File: src/rtl/fetch_seq.sv
// fetch_seq: next-PC sequencer for the fetch stage.
// It picks the next PC from the redirect sources by priority and holds a
// redirect that arrives during a stall until the stall clears.
// Optional macro FETCH_SEQ_INT_EN adds interrupt entry and eret return with
// epc/exl state. When the macro is undefined, int_req and eret are ignored
// and epc/exl are tied to zero.
module fetch_seq #(
   parameter logic [31:0] RESET_PC   = 32'h00003000,
   parameter logic [31:0] HANDLER_PC = 32'h00004180
) (
   input  logic        clk,
   input  logic        rst,
   input  logic [31:0] pc4,
   input  logic        stall,
   input  logic        br_taken,
   input  logic [31:0] br_target,
   input  logic        jmp,
   input  logic [31:0] jmp_target,
   input  logic        int_req,
   input  logic        eret,
   output logic [31:0] npc,
   output logic        pc_en,
   output logic        flush,
   output logic [31:0] epc,
   output logic        exl
);

   typedef enum logic {RUN, PEND} state_t;

   state_t      state, state_nx;
   logic [31:0] pend_pc, pend_pc_nx;
   logic [31:0] win_pc;
   logic        win_redirect;
   logic        win_int, win_eret;
   logic        take_int, take_eret;

`ifdef FETCH_SEQ_INT_EN
   logic [31:0] epc_q;
   logic        exl_q;
   logic        pend_int, pend_int_nx;
   logic        pend_eret, pend_eret_nx;

   assign epc = epc_q;
   assign exl = exl_q;
`else
   logic unused_inputs;

   assign unused_inputs = ^{int_req, eret, take_int, take_eret};
   assign epc = 32'h0;
   assign exl = 1'b0;
`endif

   // Choose the highest-priority redirect target for this cycle
   always_comb begin
      win_pc       = pc4;
      win_redirect = 1'b0;
      win_int      = 1'b0;
      win_eret     = 1'b0;
`ifdef FETCH_SEQ_INT_EN
      if (int_req && !exl_q) begin
         win_pc       = HANDLER_PC;
         win_redirect = 1'b1;
         win_int      = 1'b1;
      end else if (eret) begin
         win_pc       = epc_q;
         win_redirect = 1'b1;
         win_eret     = 1'b1;
      end else
`endif
      if (jmp) begin
         win_pc       = jmp_target;
         win_redirect = 1'b1;
      end else if (br_taken) begin
         win_pc       = br_target;
         win_redirect = 1'b1;
      end
   end

   // Next-state and output logic: issue now, park under stall, or release
   always_comb begin
      state_nx   = state;
      pend_pc_nx = pend_pc;
      npc        = pc4;
      pc_en      = 1'b0;
      flush      = 1'b0;
      take_int   = 1'b0;
      take_eret  = 1'b0;
`ifdef FETCH_SEQ_INT_EN
      pend_int_nx  = pend_int;
      pend_eret_nx = pend_eret;
`endif
      if (!rst) begin
         npc   = RESET_PC;
         pc_en = 1'b1;
         flush = 1'b1;
      end else begin
         case (state)
            RUN: begin
               if (!stall) begin
                  npc       = win_pc;
                  pc_en     = 1'b1;
                  flush     = win_redirect;
                  take_int  = win_int;
                  take_eret = win_eret;
               end else if (win_redirect) begin
                  pend_pc_nx = win_pc;
                  state_nx   = PEND;
`ifdef FETCH_SEQ_INT_EN
                  pend_int_nx  = win_int;
                  pend_eret_nx = win_eret;
`endif
               end
            end
            PEND: begin
               if (!stall) begin
                  npc      = pend_pc;
                  pc_en    = 1'b1;
                  flush    = 1'b1;
                  state_nx = RUN;
`ifdef FETCH_SEQ_INT_EN
                  take_int  = pend_int;
                  take_eret = pend_eret;
               end else if (int_req && !exl_q) begin
                  pend_pc_nx   = HANDLER_PC;
                  pend_int_nx  = 1'b1;
                  pend_eret_nx = 1'b0;
`endif
               end
            end
            default: state_nx = RUN;
         endcase
      end
   end

   // State and pending-target registers; reset drops any parked redirect
   always_ff @(posedge clk) begin
      if (!rst) begin
         state   <= RUN;
         pend_pc <= RESET_PC;
      end else begin
         state   <= state_nx;
         pend_pc <= pend_pc_nx;
      end
   end

`ifdef FETCH_SEQ_INT_EN
   // Exception state: save the interrupted PC on entry, leave on eret
   always_ff @(posedge clk) begin
      if (!rst) begin
         epc_q     <= 32'h0;
         exl_q     <= 1'b0;
         pend_int  <= 1'b0;
         pend_eret <= 1'b0;
      end else begin
         pend_int  <= pend_int_nx;
         pend_eret <= pend_eret_nx;
         if (take_int) begin
            epc_q <= pc4 - 32'd4;
            exl_q <= 1'b1;
         end else if (take_eret) begin
            exl_q <= 1'b0;
         end
      end
   end
`endif

endmodule
File: config.mk
export PLATFORM = sky130hd
export DESIGN_NAME = fetch_seq
export DESIGN_NICKNAME = d
export VERILOG_FILES = /design/src/rtl/fetch_seq.sv
export SDC_FILE = /design/constraint.sdc
export NUM_CORES = 1
export LEC_CHECK = 0
export ABC_AREA = 1
export ABC_CLOCK_PERIOD_IN_PS = 2300
export BUFFER_PORTS_ARGS = -buffer_cell sky130_fd_sc_hd__buf_2
export CORE_MARGIN = 1.5
export CORE_UTILIZATION = 40
export CTS_BUF_LIST = sky130_fd_sc_hd__clkbuf_4 sky130_fd_sc_hd__clkbuf_8
export DETAILED_ROUTE_END_ITERATION = 8
export PLACE_DENSITY_LB_ADDON = 0.3
export SKIP_LAST_GASP = 1
export SLEW_MARGIN = 10
export SYNTH_ARGS = -nofsm -noshare
export SYNTH_HDL_FRONTEND = slang
export SYNTH_SLANG_ARGS = --single-unit
File: constraint.sdc
create_clock -name clk -period 2.3 [get_ports clk]
set_input_delay 0.46 -clock clk [delete_from_list [all_inputs] [get_ports clk]]
set_output_delay 0.46 -clock clk [all_outputs]
set_load 0.01 [all_outputs]
==> results of run 1 <==
==> registers in the layout, indices dropped and copies added, names as in the netlist <==
signal   flops
state        1
pend_pc     32
==> area by class of cell <==
type / instances / area (µm²) / share of cell area
inverter: 38 / 142.6 / 0.03653
tap: 102 / 127.6 / 0.03268
timing repair buffer: 154 / 858.3 / 0.2198
multi-input combinational: 459 / 2024 / 0.5184
clock buffer: 8 / 91.34 / 0.02339
sequential: 33 / 660.6 / 0.1692
==> power groups by stage <==
stage               sequential, mW  clock, mW  combinational (mW)
floorplan                    0.652          0               0.454
global placement             0.654          0               0.621
detailed placement           0.657          0               0.632
CTS                          0.644      0.468               0.636
global route                 0.650      0.491               0.720
finish                       0.644      0.449               0.634
==> metrics by stage <==
stage          area [µm²]  hold slack [ns]  cells
2_1_floorplan        3266           0.4339    601
3_3_place_gp         3814           0.4447    786
3_5_place_dp         3814           0.4529    786
4_1_cts              3905           0.4694    794
5_1_grt              3905           0.4913    794
6_report             3905           0.4673    794
==> logic make-up (layout without fill, tap and decap cells) <==
| group | Yosys count | after routing |
|---|---|---|
| AND/OR/NAND/NOR | 330 | 330 |
| AO/OA/AOI/OAI | 96 | 96 |
| flip-flops | 33 | 33 |
| other | 1 | 33 |
| buffers and inverters | 109 | 200 |
==> Yosys cell counts, drive strengths merged <==
library cell,n,share of area
nand2,172,0.21
nor2,66,0.086
a21oi,65,0.10
nand3,62,0.099
buf,50,0.11
inv,37,0.044
dfxtp,33,0.21
o21ai,30,0.048
or2,30,0.060
clkbuf,21,0.026
clkinv,1,0.0012
conb,1,0.0012
o31ai,1,0.0024
==> worst paths after layout <==
check | startpoint | end | slack, ns
setup / recovery | jmp | npc[30] | 0.23
hold reg to reg | pend_pc[12]$_SDFFE_PN1P_ | pend_pc[12]$_SDFFE_PN1P_ | 0.47
setup reg to reg | state$_SDFF_PN0_ | pend_pc[20]$_SDFFE_PN0P_ | 0.63
hold / removal | pend_pc[12]$_SDFFE_PN1P_ | pend_pc[12]$_SDFFE_PN1P_ | 0.47
==> layer usage <==
layer	up-vias	global-route usage	routed length [µm]
met5	-	0	0
met2	138	0.3794	4269
met1	1653	0.2701	4105
met4	0	0.04557	84
met3	10	0.03897	609
li1	1972	-	-
==> critical path, stage by stage <==
cell,delay [ns]
buf_2,0.15
inv_2,0.28
buf_12,0.21
or2_1,0.13
nand3_1,0.08
a21oi_1,0.15
buf_2,0.15
==> flow_metrics.tcl, run 1 <==
set metrics [dict create \
    status "finished, final reports clean" \
    rsz0062_at_grt "no" \
    worstRegToRegCells 8 \
    ys_seq_area_frac 0.2100 \
    grt_pass1_wl_um 14790 \
    wl_um 9068 \
    critical_path_class "in2out" \
    critPathLaunchType "input port" \
    final_layout_size_suffix_gt1_frac 0.2457 \
    power_frac_seq 0.373 \
    cts_tree "done" \
    grt_usage 0.2144 \
    synth_cell_type_count 22 \
    syn_area_per_cell_um2 5.528 \
    viasPerCell 4.752 \
    maxCapViolations 0 \
    fillers 846 \
    fin_crit_sh 0.9014 \
    grt_max_degree 32 \
    yosysWarningCount 0 \
    power_leakage_nw 2.272 \
    fin_util 0.5080 \
    cts-resized-gates 0 \
    path_clk_slew_ns 0.06 \
    final_cell_mix "171 x nand2_1, 134 x buf_2, 65 x a21oi_1" \
    num_rows 32 \
    cp.required_ns 1.84 \
    synth_top_family_by_area "simple AND/OR/NAND/NOR gates" \
    clockBufferDepth 2 \
    cts_buffers 5 \
    synth-seq-cells 33 \
    cp.arrival_ns 1.61 \
    gp_congestion 0.8312 \
    min_period_ns 2.073 \
    nets 794 \
    fin_setup_tns_ns 0 \
    place_hpwl_um 6771 \
    grt_pass1_vias 3312 \
    ant_nets 0 \
    ctsRootBufferMaster "clkbuf_8" \
    synthXorXnorAreaFrac 0 \
    internal_power_mw 1.129 \
    p_comb_frac 0.367 \
    min_path_cells 2 \
    path_max_fanout 26 \
    grt_antenna_before_repair 0 \
    synthMuxAreaShare 0 \
    yosys.area_share.simple 0.4507 \
    first_iter_violations 176 \
    pre_cts_ws_ns 0.2316 \
    insertion_delay_ns 0.28 \
    syn_area_mm2 0.003146 \
    cp-end-kind "output port" \
    core_area_mm2 0.007687 \
    cts_hold_buf 0 \
    port_buffers 134 \
    overflow 0 \
    drc_errors 0 \
    antenna_cells 0 \
    fmax_mhz 482.4 \
    wl_per_cell_um 11.42 \
    layout_setup_ws_ns 0.2268 \
    layout_commonest_cell "nand2_1" \
    finalMaxSlewViolations 0 \
    numClockSinks 33 \
    p_sw_frac 0.3466 \
    drt_pass1_iterations 4 \
    ir_drop_mv 0.1946 \
    setup_viol 0 \
    p_switching_mw 0.5989 \
    synth_compound_area_frac 0.1535 \
    clock_power_share 0.260 \
    num_vias 3773 \
    cts_setup_buffers 0 \
    hold_class "reg2reg" \
    hold_viol_final 0 \
    die-area_mm2 0.008405 \
    h-tree-depth 2 \
    initial_core_util 0.4092 \
    synth_cells 569 \
    power_density_mw_per_mm2 442.5 \
    io_pins 170 \
    synth-adder-area-share 0 \
    fp.dieH_um 91.68 \
    power.total_mw 1.728 \
    finClkSkew_ns 0.003667 \
    die_x_um 91.68 \
    area_growth_pct 24.14 \
]
(Power assumes the default switching activity.)
==> run 2: changes to the inputs <==
--- a/config.mk
+++ b/config.mk
@@ -6,7 +6,7 @@
 export NUM_CORES = 1
 export LEC_CHECK = 0
 export ABC_AREA = 1
-export ABC_CLOCK_PERIOD_IN_PS = 2300
+export ABC_CLOCK_PERIOD_IN_PS = 1700
 export BUFFER_PORTS_ARGS = -buffer_cell sky130_fd_sc_hd__buf_2
 export CORE_MARGIN = 1.5
 export CORE_UTILIZATION = 40
@@ -14,7 +14,6 @@
 export DETAILED_ROUTE_END_ITERATION = 8
 export PLACE_DENSITY_LB_ADDON = 0.3
 export SKIP_LAST_GASP = 1
-export SLEW_MARGIN = 10
 export SYNTH_ARGS = -nofsm -noshare
 export SYNTH_HDL_FRONTEND = slang
 export SYNTH_SLANG_ARGS = --single-unit
==> constraint.sdc (replaced) <==
create_clock -name clk -period 1.7 [get_ports clk]
set_input_delay 0.34 -clock clk [delete_from_list [all_inputs] [get_ports clk]]
set_output_delay 0.34 -clock clk [all_outputs]
set_load 0.01 [all_outputs]
==> flow_metrics.tcl, run 2 (synthesized netlist as in run 1, its figures left out) <==
set metrics [dict create \
    status "finished, final reports clean" \
    fin_util 0.5264 \
    first_iter_violations 163 \
    grt_antenna_before_repair 0 \
    cp.required_ns 1.36 \
    cp-end-kind "output port" \
    viasPerCell 4.756 \
    fp.dieH_um 91.68 \
    finalMaxSlewViolations 0 \
    power_density_mw_per_mm2 628.9 \
    critPathLaunchType "flip-flop" \
    numClockSinks 33 \
    ctsRootBufferMaster "clkbuf_8" \
    io_pins 170 \
    setup_viol 0 \
    maxCapViolations 0 \
    overflow 0 \
    pre_cts_ws_ns 0.03042 \
    clockBufferDepth 2 \
    die-area_mm2 0.008405 \
    grt_pass1_vias 3332 \
    port_buffers 134 \
    drc_errors 0 \
    drt_pass1_iterations 5 \
    antenna_cells 0 \
    hold_class "in2reg" \
    cp.arrival_ns 1.29 \
    num_rows 32 \
    grt_pass1_wl_um 14810 \
    top_regs "pend_pc x32, state x1" \
    grt_max_degree 35 \
    h-tree-depth 2 \
    cts_buffers 5 \
    final_layout_size_suffix_gt1_frac 0.2579 \
    gp_congestion 0.8186 \
    largest_reg_flops 32 \
    path_max_fanout 8 \
    cpPeakStageDelay_ns 0.35 \
    die_x_um 91.68 \
    fmax_mhz 611.8 \
    num_vias 3805 \
    fin_crit_sh 0.9615 \
    ant_nets 0 \
    path_clk_slew_ns 0.07 \
    wl_per_cell_um 11.45 \
    critical_path_class "reg2out" \
    ir_drop_mv 0.2872 \
    place_area_mm2 0.003889 \
    crit_chain "inv_4, buf_4, nand3_1, a21oi_2, buf_2" \
    slowest_stage "dfxtp_2" \
    initial_core_util 0.4092 \
    place_hpwl_um 6844 \
    insertion_delay_ns 0.28 \
    power_leakage_nw 2.332 \
    layout_setup_ws_ns 0.06541 \
    fin_area_mm2 0.004046 \
    core_area_mm2 0.007687 \
    grt_usage 0.2134 \
    hold_viol_final 0 \
    wl_um 9159 \
    regMostFlops "pend_pc" \
    fin_setup_tns_ns 0 \
    cts_hold_buf 0 \
    min_period_ns 1.635 \
    layout_commonest_cell "nand2_1" \
    cts_tree "done" \
    area_growth_pct 28.64 \
    nets 800 \
    final_cell_mix "171 x nand2_1, 134 x buf_2, 64 x nor2_1" \
    finClkSkew_ns 0.003042 \
]
-- run 2: routing by layer --
layer	vias to the layer above	GRT usage	routed length, µm
li1	1988	-	-
met1	1661	0.2755	4058
met2	147	0.3787	4383
met3	9	0.02985	651
met4	0	0.04036	65
met5	-	0	0
-- run 2: repair_timing --
action	4_1_cts	5_1_grt
setup endpoints to repair	27	24
gates resized for setup	2	8
hold endpoints to repair	0	0
buffers inserted	1	0
-- run 2: worst paths after layout --
check / from / endpoint / depth (start not counted) / slack [ns]
hold / removal: jmp_target[12] / pend_pc[12]$_SDFFE_PN1P_ / 5 / 0.39
setup reg to reg: state$_SDFF_PN0_ / pend_pc[4]$_SDFFE_PN0P_ / 9 / 0.28
setup / recovery: state$_SDFF_PN0_ / npc[17] / 5 / 0.07
hold reg to reg: pend_pc[12]$_SDFFE_PN1P_ / pend_pc[12]$_SDFFE_PN1P_ / 2 / 0.47
-- run 2: layout make-up --
type | count | area [µm²]
sequential | 33 | 661.9
clock buffer | 7 | 90.09
tap | 102 | 127.6
fill | 820 | 3641
clock inverter | 1 | 30.03
multi-input combinational | 459 | 2032
inverter | 38 | 145.1
timing repair buffer | 160 | 959.7
-- run 2: report_power, final --
part	internal [mW]	switching [mW]
clock	0.494	0.284
combinational	0.376	0.517
sequential	0.840	0.0331
total	1.71	0.835
-- run 2: worst max-delay path: cells and delay by family (launching register included) --
kind                   cells  cell delay (ns)
AND/OR/NAND/NOR            1             0.10
flip-flops                 1             0.35
buffers and inverters      3             0.41
AO/OA/AOI/OAI              1             0.15
-- run 2: metrics by stage --
| stage | std cells | hold WS (ns) | power [mW] |
|---|---|---|---|
| 4_1_cts | 800 | 0.3729 | 2.560 |
| 6_report | 800 | 0.3862 | 2.545 |
| 5_1_grt | 800 | 0.3996 | 2.715 |
| 3_5_place_dp | 791 | 0.4555 | 1.768 |
| 3_3_place_gp | 791 | 0.4462 | 1.747 |
| 2_1_floorplan | 601 | 0.4339 | 1.496 |
